--- config.mk ---
export PLATFORM = sky130hd
export DESIGN_NAME = fre_meas_ctrl_flat
export DESIGN_NICKNAME = d
export VERILOG_FILES = /design/src/rtl/fre_meas_ctrl_if.sv /design/src/rtl/fre_meas_ctrl.sv /design/src/flat_wrapper.sv
export SDC_FILE = /design/constraint.sdc
export NUM_CORES = 1
export LEC_CHECK = 0
export ABC_AREA = 0
export BUFFER_PORTS_ARGS = -buffer_cell sky130_fd_sc_hd__buf_2
export CORE_AREA = 3 3 139 141
export CTS_CLUSTER_DIAMETER = 120
export CTS_CLUSTER_SIZE = 24
export DETAILED_ROUTE_END_ITERATION = 8
export DIE_AREA = 0 0 142 144
export RECOVER_POWER = 25
export SETUP_SLACK_MARGIN = 0.4
export SLEW_MARGIN = 30
export SYNTH_ARGS = -nofsm -noshare
export SYNTH_HDL_FRONTEND = slang
export SYNTH_SLANG_ARGS = --single-unit
--- constraint.sdc ---
create_clock -name clk -period 6 [get_ports clk]
set_input_delay 0.6 -clock clk [delete_from_list [all_inputs] [get_ports clk]]
set_output_delay 0.6 -clock clk [all_outputs]
set_load 0.01 [all_outputs]
--- src/rtl/fre_meas_ctrl_if.sv ---
// Control/result bundle of the gated frequency-measurement controller:
// start request, busy flag and the valid/ready result handshake.
interface fre_meas_ctrl_if #(
    parameter int CNT_W = 32
) ();
    logic             start;
    logic             busy;
    logic             fre_valid;
    logic             fre_ready;
    logic [CNT_W-1:0] fre_value;
    logic             overflow;

    modport master (
        input  start, fre_ready,
        output busy, fre_valid, fre_value, overflow
    );

    modport slave (
        output start, fre_ready,
        input  busy, fre_valid, fre_value, overflow
    );
endinterface

--- src/rtl/fre_meas_ctrl.sv ---
// Gated frequency-measurement controller: tick-aligned gate of GATE_TICKS ticks,
// saturating rise counter, latched result on a valid/ready handshake.
// Optional macro FRE_AUTO_RESTART_EN: re-arm after each handshake for back-to-back results.
module fre_meas_ctrl #(
    parameter logic [25:0] CLK_FRE    = 26'd50_000_000,
    parameter int          GATE_TICKS = 100_000,
    parameter int          CNT_W      = 32
) (
    input  logic           clk,
    input  logic           rst,
    input  logic           tick_10us,
    input  logic           sig_in,
    fre_meas_ctrl_if.master bus
);

    localparam int TICK_W = $clog2(GATE_TICKS) + 1;
    localparam logic [TICK_W-1:0] TICK_LAST = TICK_W'(GATE_TICKS - 1);

    typedef enum logic [1:0] {
        S_IDLE,
        S_ARM,
        S_GATE,
        S_DONE
    } state_e;

    state_e            state_q, state_d;
    logic              s1_q, s1_d, s2_q, s2_d, s3_q, s3_d;
    logic [CNT_W-1:0]  edge_cnt_q, edge_cnt_d;
    logic [TICK_W-1:0] tick_cnt_q, tick_cnt_d;
    logic              ovf_int_q, ovf_int_d;
    logic [CNT_W-1:0]  fre_value_q, fre_value_d;
    logic              overflow_q, overflow_d;
    logic              fre_valid_q, fre_valid_d;

    logic              rise;
    logic              edge_full;
    logic [CNT_W-1:0]  edge_next;
    logic              ovf_next;

    // A rise that lands on the closing tick must still make it into the result,
    // so the incremented/saturated count is formed once and used for both paths.
    assign rise      = s2_q & ~s3_q;
    assign edge_full = &edge_cnt_q;
    assign edge_next = (rise && !edge_full) ? edge_cnt_q + CNT_W'(1) : edge_cnt_q;
    assign ovf_next  = ovf_int_q | (rise & edge_full);

    always_comb begin
        // NOTE: every signal gets a default before the case so no path can infer a latch.
        state_d     = state_q;
        s1_d        = sig_in;
        s2_d        = s1_q;
        s3_d        = s2_q;
        edge_cnt_d  = edge_cnt_q;
        tick_cnt_d  = tick_cnt_q;
        ovf_int_d   = ovf_int_q;
        fre_value_d = fre_value_q;
        overflow_d  = overflow_q;
        fre_valid_d = fre_valid_q;

        case (state_q)
            S_IDLE: begin
                edge_cnt_d = '0;
                tick_cnt_d = '0;
                ovf_int_d  = 1'b0;
                if (bus.start) begin
                    state_d = S_ARM;
                end
            end

            S_ARM: begin
                // Cleared here too: with auto-restart ARM is entered straight from DONE.
                edge_cnt_d = '0;
                tick_cnt_d = '0;
                ovf_int_d  = 1'b0;
                if (tick_10us) begin
                    state_d = S_GATE;
                end
            end

            S_GATE: begin
                edge_cnt_d = edge_next;
                ovf_int_d  = ovf_next;
                if (tick_10us) begin
                    if (tick_cnt_q == TICK_LAST) begin
                        state_d     = S_DONE;
                        fre_value_d = edge_next;
                        overflow_d  = ovf_next;
                        fre_valid_d = 1'b1;
                    end else begin
                        tick_cnt_d = tick_cnt_q + TICK_W'(1);
                    end
                end
            end

            S_DONE: begin
                if (fre_valid_q && bus.fre_ready) begin
                    fre_valid_d = 1'b0;
`ifdef FRE_AUTO_RESTART_EN
                    state_d     = S_ARM;
`else
                    state_d     = S_IDLE;
`endif
                end
            end

            default: begin
                state_d = S_IDLE;
            end
        endcase
    end

    // NOTE: asynchronous reset clears every flop, so an abort never leaves a partial result.
    always_ff @(posedge clk or posedge rst) begin
        if (rst) begin
            state_q     <= S_IDLE;
            s1_q        <= 1'b0;
            s2_q        <= 1'b0;
            s3_q        <= 1'b0;
            edge_cnt_q  <= '0;
            tick_cnt_q  <= '0;
            ovf_int_q   <= 1'b0;
            fre_value_q <= '0;
            overflow_q  <= 1'b0;
            fre_valid_q <= 1'b0;
        end else begin
            // NOTE: non-blocking assignments so every flop samples the pre-edge values.
            state_q     <= state_d;
            s1_q        <= s1_d;
            s2_q        <= s2_d;
            s3_q        <= s3_d;
            edge_cnt_q  <= edge_cnt_d;
            tick_cnt_q  <= tick_cnt_d;
            ovf_int_q   <= ovf_int_d;
            fre_value_q <= fre_value_d;
            overflow_q  <= overflow_d;
            fre_valid_q <= fre_valid_d;
        end
    end

    assign bus.busy      = (state_q != S_IDLE);
    assign bus.fre_valid = fre_valid_q;
    assign bus.fre_value = fre_value_q;
    assign bus.overflow  = overflow_q;

    a_cfg_sane: assert property (@(posedge clk) disable iff (rst)
        (CLK_FRE != 26'd0) && (GATE_TICKS >= 1) && ($bits(bus.fre_value) == CNT_W));

endmodule

--- src/flat_wrapper.sv ---
// flat-port wrapper written by rule: the top's interface ports become plain ports
module fre_meas_ctrl_flat 
#(
    parameter logic [25:0] CLK_FRE    = 26'd50_000_000,
    parameter int          GATE_TICKS = 100_000,
    parameter int          CNT_W      = 32
)
  (clk, rst, tick_10us, sig_in, bus_start, bus_fre_ready, bus_busy, bus_fre_valid, bus_fre_value, bus_overflow);
  fre_meas_ctrl_if #(.CNT_W(CNT_W)) bus_i ();
  input  logic clk;
  input  logic rst;
  input  logic tick_10us;
  input  logic sig_in;
  input wire logic [$bits(bus_i.start)-1:0] bus_start;
  input wire logic [$bits(bus_i.fre_ready)-1:0] bus_fre_ready;
  output wire logic [$bits(bus_i.busy)-1:0] bus_busy;
  output wire logic [$bits(bus_i.fre_valid)-1:0] bus_fre_valid;
  output wire logic [$bits(bus_i.fre_value)-1:0] bus_fre_value;
  output wire logic [$bits(bus_i.overflow)-1:0] bus_overflow;
  assign bus_i.start = bus_start;
  assign bus_i.fre_ready = bus_fre_ready;
  assign bus_busy = bus_i.busy;
  assign bus_fre_valid = bus_i.fre_valid;
  assign bus_fre_value = bus_i.fre_value;
  assign bus_overflow = bus_i.overflow;
  fre_meas_ctrl #(.CLK_FRE(CLK_FRE), .GATE_TICKS(GATE_TICKS), .CNT_W(CNT_W)) u_core (.clk(clk), .rst(rst), .tick_10us(tick_10us), .sig_in(sig_in), .bus(bus_i));
endmodule
==> qor.csv <==
stage;metric;value;unit
status;outcome;complete, but fails checks;
status;failing checks;capacitance limit, slew limit;
critical_path;number of buffers and inverters on the critical path;0;
global_routing;antenna violations before repair;0;
placement;number of port buffers;40;
cts;number of buffers inserted during clock tree synthesis;9;
sta;worst-case clock skew;0.00718;ns
layout;final antenna diode count;0;
floorplanning;cell row count;49;
pwr;Combinational Power Share;22.1;%
floorplanning;Boundary Pins;41;
layout;net count of the finished layout;628;
critical_path;class of the most critical setup path;reg2reg;
cts;clock latency at the later pin of the worst-skew pair;0.35;ns
placement;DPL Wire Length;9110;um
critical_path;crit path launch type;flip-flop;
synth;Seq/Total Area, Yosys;41.7;%
drt;vias per std cell;5.54;
synth;most used flip-flop cell after synthesis;dfrtp_1;
global_routing;wire length of the first global-routing pass;23100;um
floorplanning;chip width;142;um
synth;number of flops mapped to enable cells by yosys;0;
floorplanning;die footprint;20400;um^2
critical_path;slowest stage cell, crit path;and3_4;
layout;relative area change from synthesis to final layout;11.8;%
layout;fraction of final layout cells with drive strength greater than 1;11.0;%
layout;most common cell after layout, fill and taps aside;dfrtp_1;
sta;max-slew headroom at the worst pin;-20.6;%
layout;filler instances;1853;
floorplanning;chip height;144;um
hold_path;class of the most critical hold timing path;in2reg;
critical_path;data arrival at the endpoint of the critical path;2.92;ns
cts;number of clock sinks;90;
critical_path;Critical Path Fanout Max;66;
synth;mapped cell area;5400;um^2
pwr;relative contribution of the clock network to total power;39.3;%
synth;number of storage elements in the synthesis netlist;90;
sta;peak clock frequency supported by timing;0.375;GHz
critical_path;path length in cells of the critical path;6;
sta;Final TNS setup;0;ns
run;reported max-cap violation count;1;
synth;Net Count, Synth;619;
layout;top library cells by usage in the layout, fill and taps aside;90 x dfrtp_1, 67 x nand2_1, 46 x nand3_1;
global_routing;total congestion overflow;0;
drt;DRC viols;0;
cts;total setup buffers inserted after CTS;0;
drt;vias;4698;
sta;shortest clock period the worst path allows after layout;2.66;ns
pwr;power density cells;276;nW/um^2
pwr;share of total power consumed by net switching;31.8;%
sta;final number of setup-violating endpoints;0;
sta;final hold violation count;0;
synth;YS warnings;0;
pwr;net switching power;0.531;mW
cts;total number of H-tree levels;3;
sta;Pins Over Slew Limit;40;
cts;clk slew on worst S/H paths;0.06;ns
floorplanning;effective utilization at floorplan;29.9;%
critical_path;kind of capture point of the worst setup path;flip-flop;
sta;RSZ-0062 raised after global routing;no;
global_routing;total routing resource utilization after global routing;14.0;%
synth;asr flop ratio synth;100;%
cts;total of cells resized after clock tree synthesis;0;
drt;antenna-violating nets left;0;
pwr;internal power summed over all cells;1.14;mW
synth;number of distinct library cells after synthesis;69;
cts;root cell of the clock tree;clkbuf_16;
critical_path;Critical Path Max Stage Delay;0.67;ns
drt;Detailed Routing Iterations Pass 1;5;
floorplanning;Floorplan Core Area;18100;um^2
sta;Worst Tran Pin Value;1.80;ns
pwr;leakage power summed over all cells;2.48;nW
global_routing;vias in the first global route;4300;
layout;area occupied by multi-input gates;2890;um^2
sta;post-route fraction of the period consumed by the critical path;44.4;%
synth;Synth Instances;606;
layout;Register Area;2250;um^2
drt;first-iteration detailed-routing DRC count;419;
global_routing;largest net degree at the start of global routing;67;
cts;CTS max path bufs;2;
drt;final routed wirelength across all metal layers;13800;um
drt;average wire length per cell after detail routing;16.3;um
placement;RD Place Congestion;0.814;
critical_path;kind of cell adding the most delay to the critical path;simple AND/OR/NAND/NOR gates;
pwr;sequential share of power;38.6;%
cts;clock tree from TritonCTS;done;
pwr;peak supply drop;282;uV
critical_path;Worst R2R Path Depth;6;
hold_path;cell count of the worst hold path;1;
synth;synthesized area per cell;8.91;um^2
layout;non-filler instance count after layout;848;
critical_path;data required time of the critical path;6.25;ns
placement;placed cells;833;
critical_path;ordered cell list for the critical path;ha_1 -> nand3_1 -> nor4_2 -> and3_4 -> a21oi_1 -> o21ai_0;
cts;quantity of hold-fixing buffers added after cts;0;
-- cell type report --
type | instances | share of cell area (%)
Sequential cell | 90 | 37.3
Tap cell | 229 | 4.74
Multi-Input combinational cell | 457 | 47.8
Inverter | 11 | 0.704
Timing Repair Buffer | 46 | 3.79
Clock buffer | 10 | 3.96
Clock inverter | 5 | 1.70
-- cell families (layout without fill, tap and decap cells) --
group | Yosys count | after routing | share of synthesized area [%]
DFF | 90 | 90 | 41.7
adders and majority gates | 7 | 7 | 1.62
buffers and inverters | 59 | 72 | 5.00
xor gates and xnor gates | 11 | 11 | 1.78
AOI/OAI and AO/OA | 139 | 139 | 18.3
and+or+nand+nor | 294 | 294 | 30.5
muxes | 6 | 6 | 1.14
-- registers in the layout (all words and copies together), names as in the netlist, 2 cells and up --
register	flops
u_core.bus.fre_value	32
u_core.edge_cnt_q	32
u_core.state_q	2
u_core.tick_cnt_q	18
-- through the flow --
stage          total power [mW]  instance area [um^2]  hold slack (ns)  utilization (%)  worst slack, ns
2_1_floorplan             0.909                  5400            0.331                -             3.06
3_3_place_gp               1.02                  5710            0.337             31.6             3.16
3_5_place_dp               1.03                  5710            0.337             31.6             3.05
4_1_cts                    1.68                  6050            0.324             33.5             3.02
5_1_grt                    1.76                  6040            0.338             33.4             3.01
6_report                   1.67                  6040            0.350             33.4             3.34
-- cell usage after synthesis (2+ instances only) --
cell / instances / share of area [%]
mux2i_1: 5 / 0.93
nand4b_1: 2 / 0.32
or4_1: 23 / 3.2
or3_1: 20 / 2.3
nor4b_1: 2 / 0.32
nand2_1: 67 / 4.7
nor2b_1: 2 / 0.23
and2_1: 7 / 0.81
o311ai_0: 9 / 1.5
a22o_1: 2 / 0.32
nor3_1: 10 / 0.93
inv_1: 11 / 0.76
xor2_1: 6 / 0.97
o21ai_1: 2 / 0.19
buf_2: 14 / 1.3
nor4_2: 2 / 0.46
and4_1: 5 / 0.81
o21ai_0: 28 / 2.6
dfrtp_1: 90 / 42
xnor2_1: 5 / 0.81
o22a_1: 2 / 0.32
a22oi_1: 4 / 0.56
o211ai_1: 18 / 2.5
or4b_1: 2 / 0.37
nand2b_1: 3 / 0.35
and3_1: 9 / 1.0
clkbuf_1: 25 / 1.7
buf_4: 3 / 0.42
buf_6: 2 / 0.42
ha_1: 7 / 1.6
a31oi_1: 30 / 3.5
nor4_1: 6 / 0.70
clkbuf_2: 4 / 0.37
nor4_4: 2 / 0.79
nand4_1: 24 / 2.8
nand3b_1: 7 / 0.97
o31ai_1: 9 / 1.3
nor2_1: 45 / 3.1
nand3_1: 46 / 4.3
o2111ai_1: 3 / 0.49
a211o_1: 3 / 0.49
a32oi_1: 4 / 0.65
a21oi_1: 10 / 0.93
-- per-layer routing --
layer  track usage (%)  share of wire (%)  routed length, um
met1              21.0                 50               6950
met2              19.8                 43               5930
met3              3.57                5.4                751
met4              3.74                1.1                149
met5                 0                  0                  0
-- power by group through the flow --
stage / sequential, mW / combinational, mW / clock, mW
detailed placement: 0.655 / 0.370 / 0
finish: 0.644 / 0.369 / 0.655
floorplan: 0.650 / 0.259 / 0
global route: 0.646 / 0.408 / 0.703
CTS: 0.643 / 0.370 / 0.671
global placement: 0.654 / 0.366 / 0
-- final timing paths --
path / from / endpoint / slack [ns]
max in group asynchronous: rst / u_core.edge_cnt_q[7]$_DFFE_PP0P_ / 3.94
hold / removal: sig_in / u_core.s1_q$_DFF_PP0_ / 0.35
setup reg to reg: u_core.edge_cnt_q[0]$_DFFE_PP0P_ / u_core.bus.overflow$_DFFE_PP0P_ / 3.34
setup / recovery: u_core.edge_cnt_q[0]$_DFFE_PP0P_ / u_core.bus.overflow$_DFFE_PP0P_ / 3.34
hold reg to reg: u_core.s1_q$_DFF_PP0_ / u_core.s2_q$_DFF_PP0_ / 0.35
min in group asynchronous: rst / u_core.bus.fre_value[6]$_DFFE_PP0P_ / 0.69
(Power assumes the default switching activity.)
